### src/rtl/mips_pkg.sv
// rtl/mips_pkg.sv - shared MEM-stage types, register-source selects and lane helper
package mips_pkg;

  typedef enum logic [1:0] {
    S_IDLE = 2'd0,
    S_WAIT = 2'd1,
    S_HALT = 2'd2
  } mem_state_t;

  // Four byte lanes; lane 3 carries word bits [31:24], lane 0 carries [7:0].
  typedef logic [7:0] byte_lanes_t [0:3];

  // Integer register-file write source.
  localparam logic [1:0] REG_SRC_ALU  = 2'b00;
  localparam logic [1:0] REG_SRC_MEM  = 2'b01;
  localparam logic [1:0] REG_SRC_PC4  = 2'b10;
  localparam logic [1:0] REG_SRC_FALU = 2'b11;

  // Floating-point register-file write source.
  localparam logic [1:0] FREG_SRC_FALU = 2'b00;
  localparam logic [1:0] FREG_SRC_MEM  = 2'b01;
  localparam logic [1:0] FREG_SRC_RS   = 2'b10;

  // Big-endian: byte 0 of a word lives in lane 3.
  function automatic logic [1:0] lane_of(input logic [1:0] byte_number);
    return 2'd3 - byte_number;
  endfunction

endpackage

### src/rtl/mem_store_align.sv
// rtl/mem_store_align.sv - store byte-enable and write-lane generation
// Ports:
//   is_word_i   1 = word store, 0 = byte store
//   byte_num_i  address bits [1:0]
//   rt_data_i   store data (byte stores use [7:0])
//   byte_en_o   per-lane write enable
//   wdata_o     write data per lane, unused lanes zero
module mem_store_align
  import mips_pkg::*;
(
  input  logic        is_word_i,
  input  logic [1:0]  byte_num_i,
  input  logic [31:0] rt_data_i,
  output logic [3:0]  byte_en_o,
  output logic [7:0]  wdata_o [0:3]
);

  always_comb begin
    byte_en_o = 4'b0000;
    wdata_o   = '{default: 8'h00};
    if (is_word_i) begin
      byte_en_o  = 4'b1111;
      wdata_o[3] = rt_data_i[31:24];
      wdata_o[2] = rt_data_i[23:16];
      wdata_o[1] = rt_data_i[15:8];
      wdata_o[0] = rt_data_i[7:0];
    end else begin
      byte_en_o[lane_of(byte_num_i)] = 1'b1;
      wdata_o[lane_of(byte_num_i)]   = rt_data_i[7:0];
    end
  end

endmodule

### src/rtl/mem_stage.sv
// rtl/mem_stage.sv - MEM pipeline stage: data-cache handshake and MEM/WB register
// Ports:
//   clk, rst_b                 clock, asynchronous active-low reset
//   valid_in .. halted_in      EX/MEM bundle
//   cache_*                    data-cache request (req/ready handshake, byte lanes)
//   stall                      holds EX/ID/IF while a request is being issued or waited on
//   *_wb                       MEM/WB bundle for the write-back mux
//   misalign_err, timeout_err, halted_controller  sticky status flags
module mem_stage
  import mips_pkg::*;
#(
  parameter int TIMEOUT_CYCLES = 64,
  parameter int CNT_W          = 7
) (
  input  logic        clk,
  input  logic        rst_b,
  input  logic        valid_in,
  input  logic        mem_read_in,
  input  logic        mem_write_in,
  input  logic        is_word_in,
  input  logic [31:0] ALU_result_in,
  input  logic [31:0] rt_data_in,
  input  logic [31:0] fALU_result_in,
  input  logic [31:0] rs_data_in,
  input  logic [31:0] inst_addr_in,
  input  logic [1:0]  register_src_in,
  input  logic [1:0]  fregister_src_in,
  input  logic [4:0]  rd_num_in,
  input  logic        halted_in,
  output logic        cache_req,
  output logic        cache_we,
  output logic [31:0] cache_addr,
  output logic [3:0]  cache_byte_en,
  output logic [7:0]  cache_wdata [0:3],
  input  logic        cache_ready,
  input  logic [7:0]  cache_rdata [0:3],
  output logic        stall,
  output logic        valid_wb,
  output logic        is_word_wb,
  output logic        halted_wb,
  output logic [1:0]  byte_number_wb,
  output logic [1:0]  register_src_wb,
  output logic [1:0]  fregister_src_wb,
  output logic [4:0]  rd_num_wb,
  output logic [31:0] ALU_result_wb,
  output logic [31:0] fALU_result_wb,
  output logic [31:0] rs_data_wb,
  output logic [31:0] inst_addr_wb,
  output logic [7:0]  cache_data_out_wb [0:3],
  output logic        misalign_err,
  output logic        timeout_err,
  output logic        halted_controller
);

  localparam logic [CNT_W-1:0] CNT_LAST = CNT_W'(TIMEOUT_CYCLES - 1);

  mem_state_t       state_q;
  logic [CNT_W-1:0] cnt_q;
  logic             is_mem;
  logic             misalign;
  logic             timeout_hit;
  logic             latch_wb;
  logic             issue;
  logic [3:0]       st_byte_en;
  byte_lanes_t      st_wdata;

  mem_store_align u_store_align (
    .is_word_i  (is_word_in),
    .byte_num_i (ALU_result_in[1:0]),
    .rt_data_i  (rt_data_in),
    .byte_en_o  (st_byte_en),
    .wdata_o    (st_wdata)
  );

  always_comb begin
    is_mem      = mem_read_in | mem_write_in;
    misalign    = is_mem & is_word_in & (ALU_result_in[1:0] != 2'b00);
    timeout_hit = (cnt_q == CNT_LAST) & ~cache_ready;
    latch_wb    = 1'b0;
    issue       = 1'b0;
    stall       = 1'b0;
    case (state_q)
      S_IDLE: begin
        // A misaligned access is dropped without touching the WB bundle.
        latch_wb = valid_in & (halted_in | ~misalign);
        issue    = valid_in & ~halted_in & is_mem & ~misalign;
        stall    = issue;
      end
      // Release on the abort cycle too, so the aborted op is not re-presented.
      S_WAIT:  stall = ~(cache_ready | timeout_hit);
      default: ;
    endcase
  end

  always_ff @(posedge clk or negedge rst_b) begin
    if (!rst_b) begin
      state_q           <= S_IDLE;
      cnt_q             <= '0;
      cache_req         <= 1'b0;
      cache_we          <= 1'b0;
      cache_addr        <= '0;
      cache_byte_en     <= '0;
      cache_wdata       <= '{default: 8'h00};
      valid_wb          <= 1'b0;
      is_word_wb        <= 1'b0;
      halted_wb         <= 1'b0;
      byte_number_wb    <= '0;
      register_src_wb   <= '0;
      fregister_src_wb  <= '0;
      rd_num_wb         <= '0;
      ALU_result_wb     <= '0;
      fALU_result_wb    <= '0;
      rs_data_wb        <= '0;
      inst_addr_wb      <= '0;
      cache_data_out_wb <= '{default: 8'h00};
      misalign_err      <= 1'b0;
      timeout_err       <= 1'b0;
      halted_controller <= 1'b0;
    end else begin
      if (latch_wb) begin
        is_word_wb        <= is_word_in;
        halted_wb         <= halted_in;
        byte_number_wb    <= ALU_result_in[1:0];
        register_src_wb   <= register_src_in;
        fregister_src_wb  <= fregister_src_in;
        rd_num_wb         <= rd_num_in;
        ALU_result_wb     <= ALU_result_in;
        fALU_result_wb    <= fALU_result_in;
        rs_data_wb        <= rs_data_in;
        inst_addr_wb      <= inst_addr_in;
        cache_data_out_wb <= '{default: 8'h00};
      end
      case (state_q)
        S_IDLE: begin
          // Memory ops issue as a bubble; they become valid on completion.
          valid_wb <= valid_in & (halted_in | ~is_mem);
          if (valid_in & halted_in) begin
            halted_controller <= 1'b1;
            state_q           <= S_HALT;
          end else if (valid_in & misalign) begin
            misalign_err <= 1'b1;
          end else if (issue) begin
            cache_req     <= 1'b1;
            cache_we      <= mem_write_in;
            cache_addr    <= {ALU_result_in[31:2], 2'b00};
            cache_byte_en <= mem_write_in ? st_byte_en : 4'b0000;
            cache_wdata   <= mem_write_in ? st_wdata : '{default: 8'h00};
            cnt_q         <= '0;
            state_q       <= S_WAIT;
          end
        end
        S_WAIT: begin
          valid_wb <= cache_ready;
          if (cache_ready) begin
            if (!cache_we) cache_data_out_wb <= cache_rdata;
            cache_req <= 1'b0;
            cnt_q     <= '0;
            state_q   <= S_IDLE;
          end else if (cnt_q == CNT_LAST) begin
            timeout_err <= 1'b1;
            cache_req   <= 1'b0;
            cnt_q       <= '0;
            state_q     <= S_IDLE;
          end else begin
            cnt_q <= cnt_q + CNT_W'(1);
          end
        end
        default: valid_wb <= 1'b0;
      endcase
    end
  end

endmodule
### config.mk
export PLATFORM = sky130hd
export DESIGN_NAME = mem_stage
export DESIGN_NICKNAME = d
export VERILOG_FILES = /design/src/rtl/mips_pkg.sv /design/src/rtl/mem_store_align.sv /design/src/rtl/mem_stage.sv
export SDC_FILE = /design/constraint.sdc
export NUM_CORES = 1
export LEC_CHECK = 0
export CORE_AREA = 2 2 180 182
export DETAILED_ROUTE_END_ITERATION = 10
export DIE_AREA = 0 0 182 184
export PLACE_DENSITY = 0.64
export RECOVER_POWER = 25
export SYNTH_ARGS = -nofsm -noshare
export SYNTH_HDL_FRONTEND = slang
export SYNTH_HIERARCHICAL = 1
export SYNTH_SLANG_ARGS = --single-unit
### constraint.sdc
create_clock -name clk -period 2.9 [get_ports clk]
set_clock_uncertainty 0.2 [all_clocks]
set_input_delay 0.58 -clock clk [delete_from_list [all_inputs] [get_ports clk]]
set_output_delay 0.58 -clock clk [all_outputs]
set_load 0.05 [all_outputs]
# --- After elaboration in Yosys (flattened, before gate mapping) ---
# Cells that the tools add are included.
totals:
  ff_bits: 254
  in_bits: 209
  wordCells: 111
op_classes:
  bitwise_logic: 23
  eq_ne: 8
  n_lt_le_gt_ge: 4
  mux: 34
  reduce_logical: 12
  add_sub_neg: 2
op_table:
  columns: ["operator", "count"]
  rows:
  - ["$mux W32", 6]
  - ["$mux W7", 5]
  - ["$and A32 B32 Y32", 1]
  - ["$demux W8 S2", 1]
  - ["$pmux W7 S2", 1]
  - ["$reduce_and A4 Y1", 3]
  - ["$and A1 B1 Y1", 10]
  - ["$mux W2", 5]
  - ["$ne A3 B3 Y1 const B", 3]
  - ["$mux W1", 8]
  - ["$mux W4", 2]
  - ["$mux W8", 1]
  - ["$add A7 B1 Y7 const B", 1]
  - ["$eq A7 B6 Y1 const B", 1]
  - ["$not A1 Y1", 7]
  - ["$ne A2 B2 Y1 const B", 3]
  - ["$pmux W1 S2", 3]
  - ["$reduce_and A3 Y1", 2]
  - ["$reduce_and A5 Y1", 1]
  - ["$or A1 B1 Y1", 4]
  - ["$pmux W2 S2", 1]
  - ["$reduce_bool A2 Y1", 2]
  - ["$ge A3 B3 Y1 const B", 1]
  - ["$lt A2 B3 Y1 const B", 1]
  - ["other kinds (9)", 10]

# --- Depth between registers and ports, before layout ---
depth:
  word_depth: 11
  depth_mapped: 7
  depth_no_buf: 5

# --- Cells and area by module ---
# The synthesis kept the hierarchy.
by_module_without_submodules:
  columns: ["mod", "seq_area_each_um2", "instances", "area_per_inst_um2", "cells_per_inst"]
  rows:
  - ["mem_stage", 6306.0, 1, 9679.3, 729]
  - ["mem_store_align", 0.0, 1, 461.7, 77]

# --- Worst setup path after synthesis ---
# No wires, ideal clock.
synth_path:
  kind: "input port to output port"
  startpoint: "input ALU_result_in[1]"
  endpoint: "output stall"
  setup_slack_ps: 281
  stages: 5
  arrival_ps: 1839
  path_cell_list: "o21ai_1 > nand3_2 > buf_2 > clkbuf_1 > nand2_1"
synth_via:
  elab_chain_len: 5
synth_rtl:
  columns: ["item", "line_no", "source"]
  rows:
  - ["from (decl)", "mem_stage.sv:21", "input logic [31:0] ALU_result_in,"]
  - ["$reduce_bool A2 Y1", "mem_stage.sv:77", "misalign = is_mem & is_word_in & (ALU_result_in[1:0] != 2'b00);"]
  - ["$and A1 B1 Y1", "mem_stage.sv:77", null]
  - ["$not A1 Y1", "mem_stage.sv:86", "issue = valid_in & ~halted_in & is_mem & ~misalign;"]
  - ["$and A1 B1 Y1", "mem_stage.sv:86", null]
  - ["$pmux W1 S2", "mem_stage.sv:82", "case (state_q)"]
  - ["to (decl)", "mem_stage.sv:37", "output logic stall,"]
# Every way passes these cells.

# --- Worst setup path in the final report ---
# Same ends and word-level chain as after synthesis.

==> results list <==
- Number of buffers and inverters on the critical path: 3
* Pleak: 7.254 nW
* Total Neg Setup Slack: 0 ns
- Setup repair after global routing left no endpoint under its margin.
- Number of buffers added by the clock tree synthesis step: 30
- Outcome: finished, final reports clean
- # clock sinks: 252
- Total die area: between 0.03 and 0.04 mm²
- Max-cap violation count: 0
* Largest stage delay on the critical path: ~0.45 ns
* Commonest cells in the synthesized netlist: sky130_fd_sc_hd__dfrtp_1, sky130_fd_sc_hd__nand2_1, sky130_fd_sc_hd__mux2_2, sky130_fd_sc_hd__mux2_1, sky130_fd_sc_hd__o21ai_0
* Total wire length after detailed routing: 31.29 mm
- In this run the tool buffered the top-level ports with 454 buffer cells.
* Final nets: 1488
- After layout, the design draws a total of 8.678 mW.
- For this run, the number of Yosys warnings is 6.
- Of all flip-flops after synthesis, the portion carrying an async set or reset was 1.000.
- Overall via count from detail_route: 7767
- For the pin with the worst max-slew slack, the measured transition is between 1 and 1.5 ns.
- Synth Cell Area: 0.01014 mm²
- The worst setup path is captured at an output pin.
- Cell with the most instances after synthesis: sky130_fd_sc_hd__dfrtp_1
* Tightest Hold Check Type: flip-flop to flip-flop
- Number of global-route vias before repair: 8140
* Final period demand of the worst path: between 2 and 3 ns
- CTS built an H-tree with a depth of 1.
- The later pin in the worst-skew pair is clocked with a latency of 0.55 ns.
- around 460 I/O pins were placed.
- The worst-case IR drop observed on VDD is about 0.52 mV.
- Floorplan row count: 65
- The floorplan step defined a core boundary enclosing 0.03139 mm².
* Share of the yosys chip area belonging to registers: 0.6218
* Total setup violations reported at the end of the flow: 0
* Yosys reg bits: around 250
* Routed length per instance: about 18 µm
- Crit path kind: input pin to output pin
* Max-slew violation count: 0
- Routability-driven placement finished with a final weighted congestion of between 0.8 and 0.9.
* Achievable Freq: approximately 360 MHz
- Residual antenna-violating net count after detailed routing: 0
* Postcts setup bufs: 0
* Syn_area_per_cell: around 13 µm²
- Half-perimeter wire length of the detailed placement result: 23.45 mm
- Initial cell density of the core: 0.3230
- Layout cells sized above 1: 0.1595
* Clock tree from TritonCTS: built
* First-pass DRT Iterations: 4
* Cell with the largest stage delay on the worst path: sky130_fd_sc_hd__clkdlybuf4s50_1
* Number of antenna violations at the first check in global routing: 1
- In this run the tightest slew margin relative to its limit is 0.2506.
* Power Density: 533.4 mW/mm²
- No sink is reached through more buffers than the 3 on the longest clock path.
* Post-DR vias/cell: 4.569
- WHS: 0.2713 ns
- STA puts the critical path data required time at 2.12 ns.
- Along the worst path, the maximum fanout reaches 3.
- Number of failing hold endpoints at the final stage: 0
* Worst-path cell chain: clkdlybuf4s50_1 > o21ai_1 > buf_4 > nand3_4 > nand2_1 > buf_12
- Top area cells in the synthesized netlist: sky130_fd_sc_hd__dfrtp_1, sky130_fd_sc_hd__mux2_2, sky130_fd_sc_hd__nand2_1, sky130_fd_sc_hd__mux2_1, sky130_fd_sc_hd__o21ai_0
* Cell variety after synth: 41
* Number of standard cells after synthesis: 806
* Number of cells in the finished layout apart from fillers: 1700
- STA classifies the critical path startpoint as an input pin.
- The first routing iteration left 271 violations.
- Main synth FF type: sky130_fd_sc_hd__dfrtp_1
- Data on the critical path arrives at its endpoint at 2.00 ns.
- The root buffer cell chosen for the clock tree is sky130_fd_sc_hd__clkbuf_16.
- In this run the vertical extent of the chip is 184 µm.
- The synthesized design contains 0 enable-type register cells.
- For this run, design rule violations remaining after detail routing come to 0.
- Share of the core filled with cells in the final layout: 0.5183
- Top cell type by total area after synthesis: sky130_fd_sc_hd__dfrtp_1
* Die width: roughly 180 µm
- The share of synthesized area in the top cell type comes to 0.6218.
* Final Cycle Share: 0.9573
- Ant diodes: 0
- The first global-routing pass estimated 47.78 mm of wire.
- Entering global routing, the biggest net connects 81 pins.
- Top Family by Delay on Critical Path: buffers and inverters
- Number of placed cells counting well taps: between 1500 and 2000
- Global route total overflow: 0
* Total track usage: 0.1821
* Layout area overhead: 60.43%
* Clock slew at the register clock pins of the worst setup and hold paths: 0.06 ns
## metrics by stage
| step | cell area (µm²) | setup slack, ns |
|---|---|---|
| finish | 16270 | 0.1238 |
| global route | 16270 | 0.06976 |
| CTS | 16320 | 0.1204 |
| detailed placement | 15340 | 0.08304 |
| global placement | 15340 | 0.05394 |
| floorplan | 10140 | 0.2805 |
## worst paths after layout
kind | from | to | slack (ns) | cells past startpoint
max reg2reg | state_q[0] | fALU_result_wb[15] | 0.80 | 5
max | ALU_result_in[1] | stall | 0.12 | 6
min in group asynchronous | rst_b | cache_addr[6] | 0.37 | 2
min reg2reg | halted_controller | halted_controller | 0.27 | 1
min | halted_controller | halted_controller | 0.27 | 1
max in group asynchronous | rst_b | fALU_result_wb[0] | 0.54 | 3
## state kept, by name, summed over array words and instances, names as in the netlist, 2 cells and up
name	cells
cnt_q	7
fregister_src_wb	2
register_src_wb	2
rs_data_wb	32
cache_byte_en	4
cache_wdata	32
rd_num_wb	5
cache_addr	30
fALU_result_wb	32
cache_data_out_wb	32
ALU_result_wb	31
state_q	2
inst_addr_wb	32
## cells in the final DEF (no fill, tap or decap), types with 2 or more instances in the layout
cell type                         synthesis  final
sky130_fd_sc_hd__nand3b_1                 3      3
sky130_fd_sc_hd__clkinvlp_4               0      2
sky130_fd_sc_hd__a31oi_1                  2      2
sky130_fd_sc_hd__o21ai_1                 35     36
sky130_fd_sc_hd__clkbuf_2                 0      3
sky130_fd_sc_hd__buf_4                    4     18
sky130_fd_sc_hd__o21ai_0                 56     55
sky130_fd_sc_hd__nor2b_1                 10     10
sky130_fd_sc_hd__nor2_1                   6      5
sky130_fd_sc_hd__clkdlybuf4s50_1          0    451
sky130_fd_sc_hd__dlygate4sd3_1            0      2
sky130_fd_sc_hd__a22o_1                   2      2
sky130_fd_sc_hd__clkbuf_1                20      9
sky130_fd_sc_hd__inv_1                    3      3
sky130_fd_sc_hd__clkbuf_8                 0      7
sky130_fd_sc_hd__nand2_1                169    169
sky130_fd_sc_hd__conb_1                   1      2
sky130_fd_sc_hd__a21oi_1                  3      3
sky130_fd_sc_hd__nand2b_1                13     13
sky130_fd_sc_hd__mux2_1                  56     56
sky130_fd_sc_hd__buf_12                   0     12
sky130_fd_sc_hd__clkbuf_16                0     30
sky130_fd_sc_hd__o21ai_2                 10     10
sky130_fd_sc_hd__clkinv_2                 0      3
sky130_fd_sc_hd__mux2_2                 112    112
sky130_fd_sc_hd__nand3_1                  5      5
sky130_fd_sc_hd__dfrtp_1                252    252
## layout make-up
class | instances | area, µm²
fill | 2778 | 15120
sequential | 252 | 6306
timing repair buffer | 488 | 4943
multi-input combinational | 503 | 3538
clock buffer | 45 | 877.1
tap | 402 | 503.0
clock inverter | 7 | 90.09
inverter | 3 | 11.26
## per-layer routing
layer	part of all wire	GRT usage
met1	0.40	0.2234
met4	0.027	0.05129
met2	0.50	0.3128
met3	0.073	0.05309
met5	0	0
## cells by family (layout without fill, tap and decap cells)
logic type | Yosys count | in the layout | synth area share
fa+ha+maj | 1 | 1 | 0.001234
compound gates | 116 | 116 | 0.06613
mux | 168 | 168 | 0.1866
simple gates | 216 | 216 | 0.09278
flops | 252 | 252 | 0.6218
other cells | 1 | 2 | 0.0003698
buf+inv | 52 | 543 | 0.03109
## what timing repair did
item                       in CTS  in global routing
gates resized for setup         0                  1
hold buffers                    1                  0
setup endpoints to repair       0                  1
hold endpoints to repair       66                  0
## power breakdown
part           switching [mW]  total [mW]  internal [mW]
combinational           0.766        1.34          0.570
sequential             0.0681        3.71           3.65
clock                    1.46        3.63           2.17
Note: power is estimated with default switching activity, not from simulation.
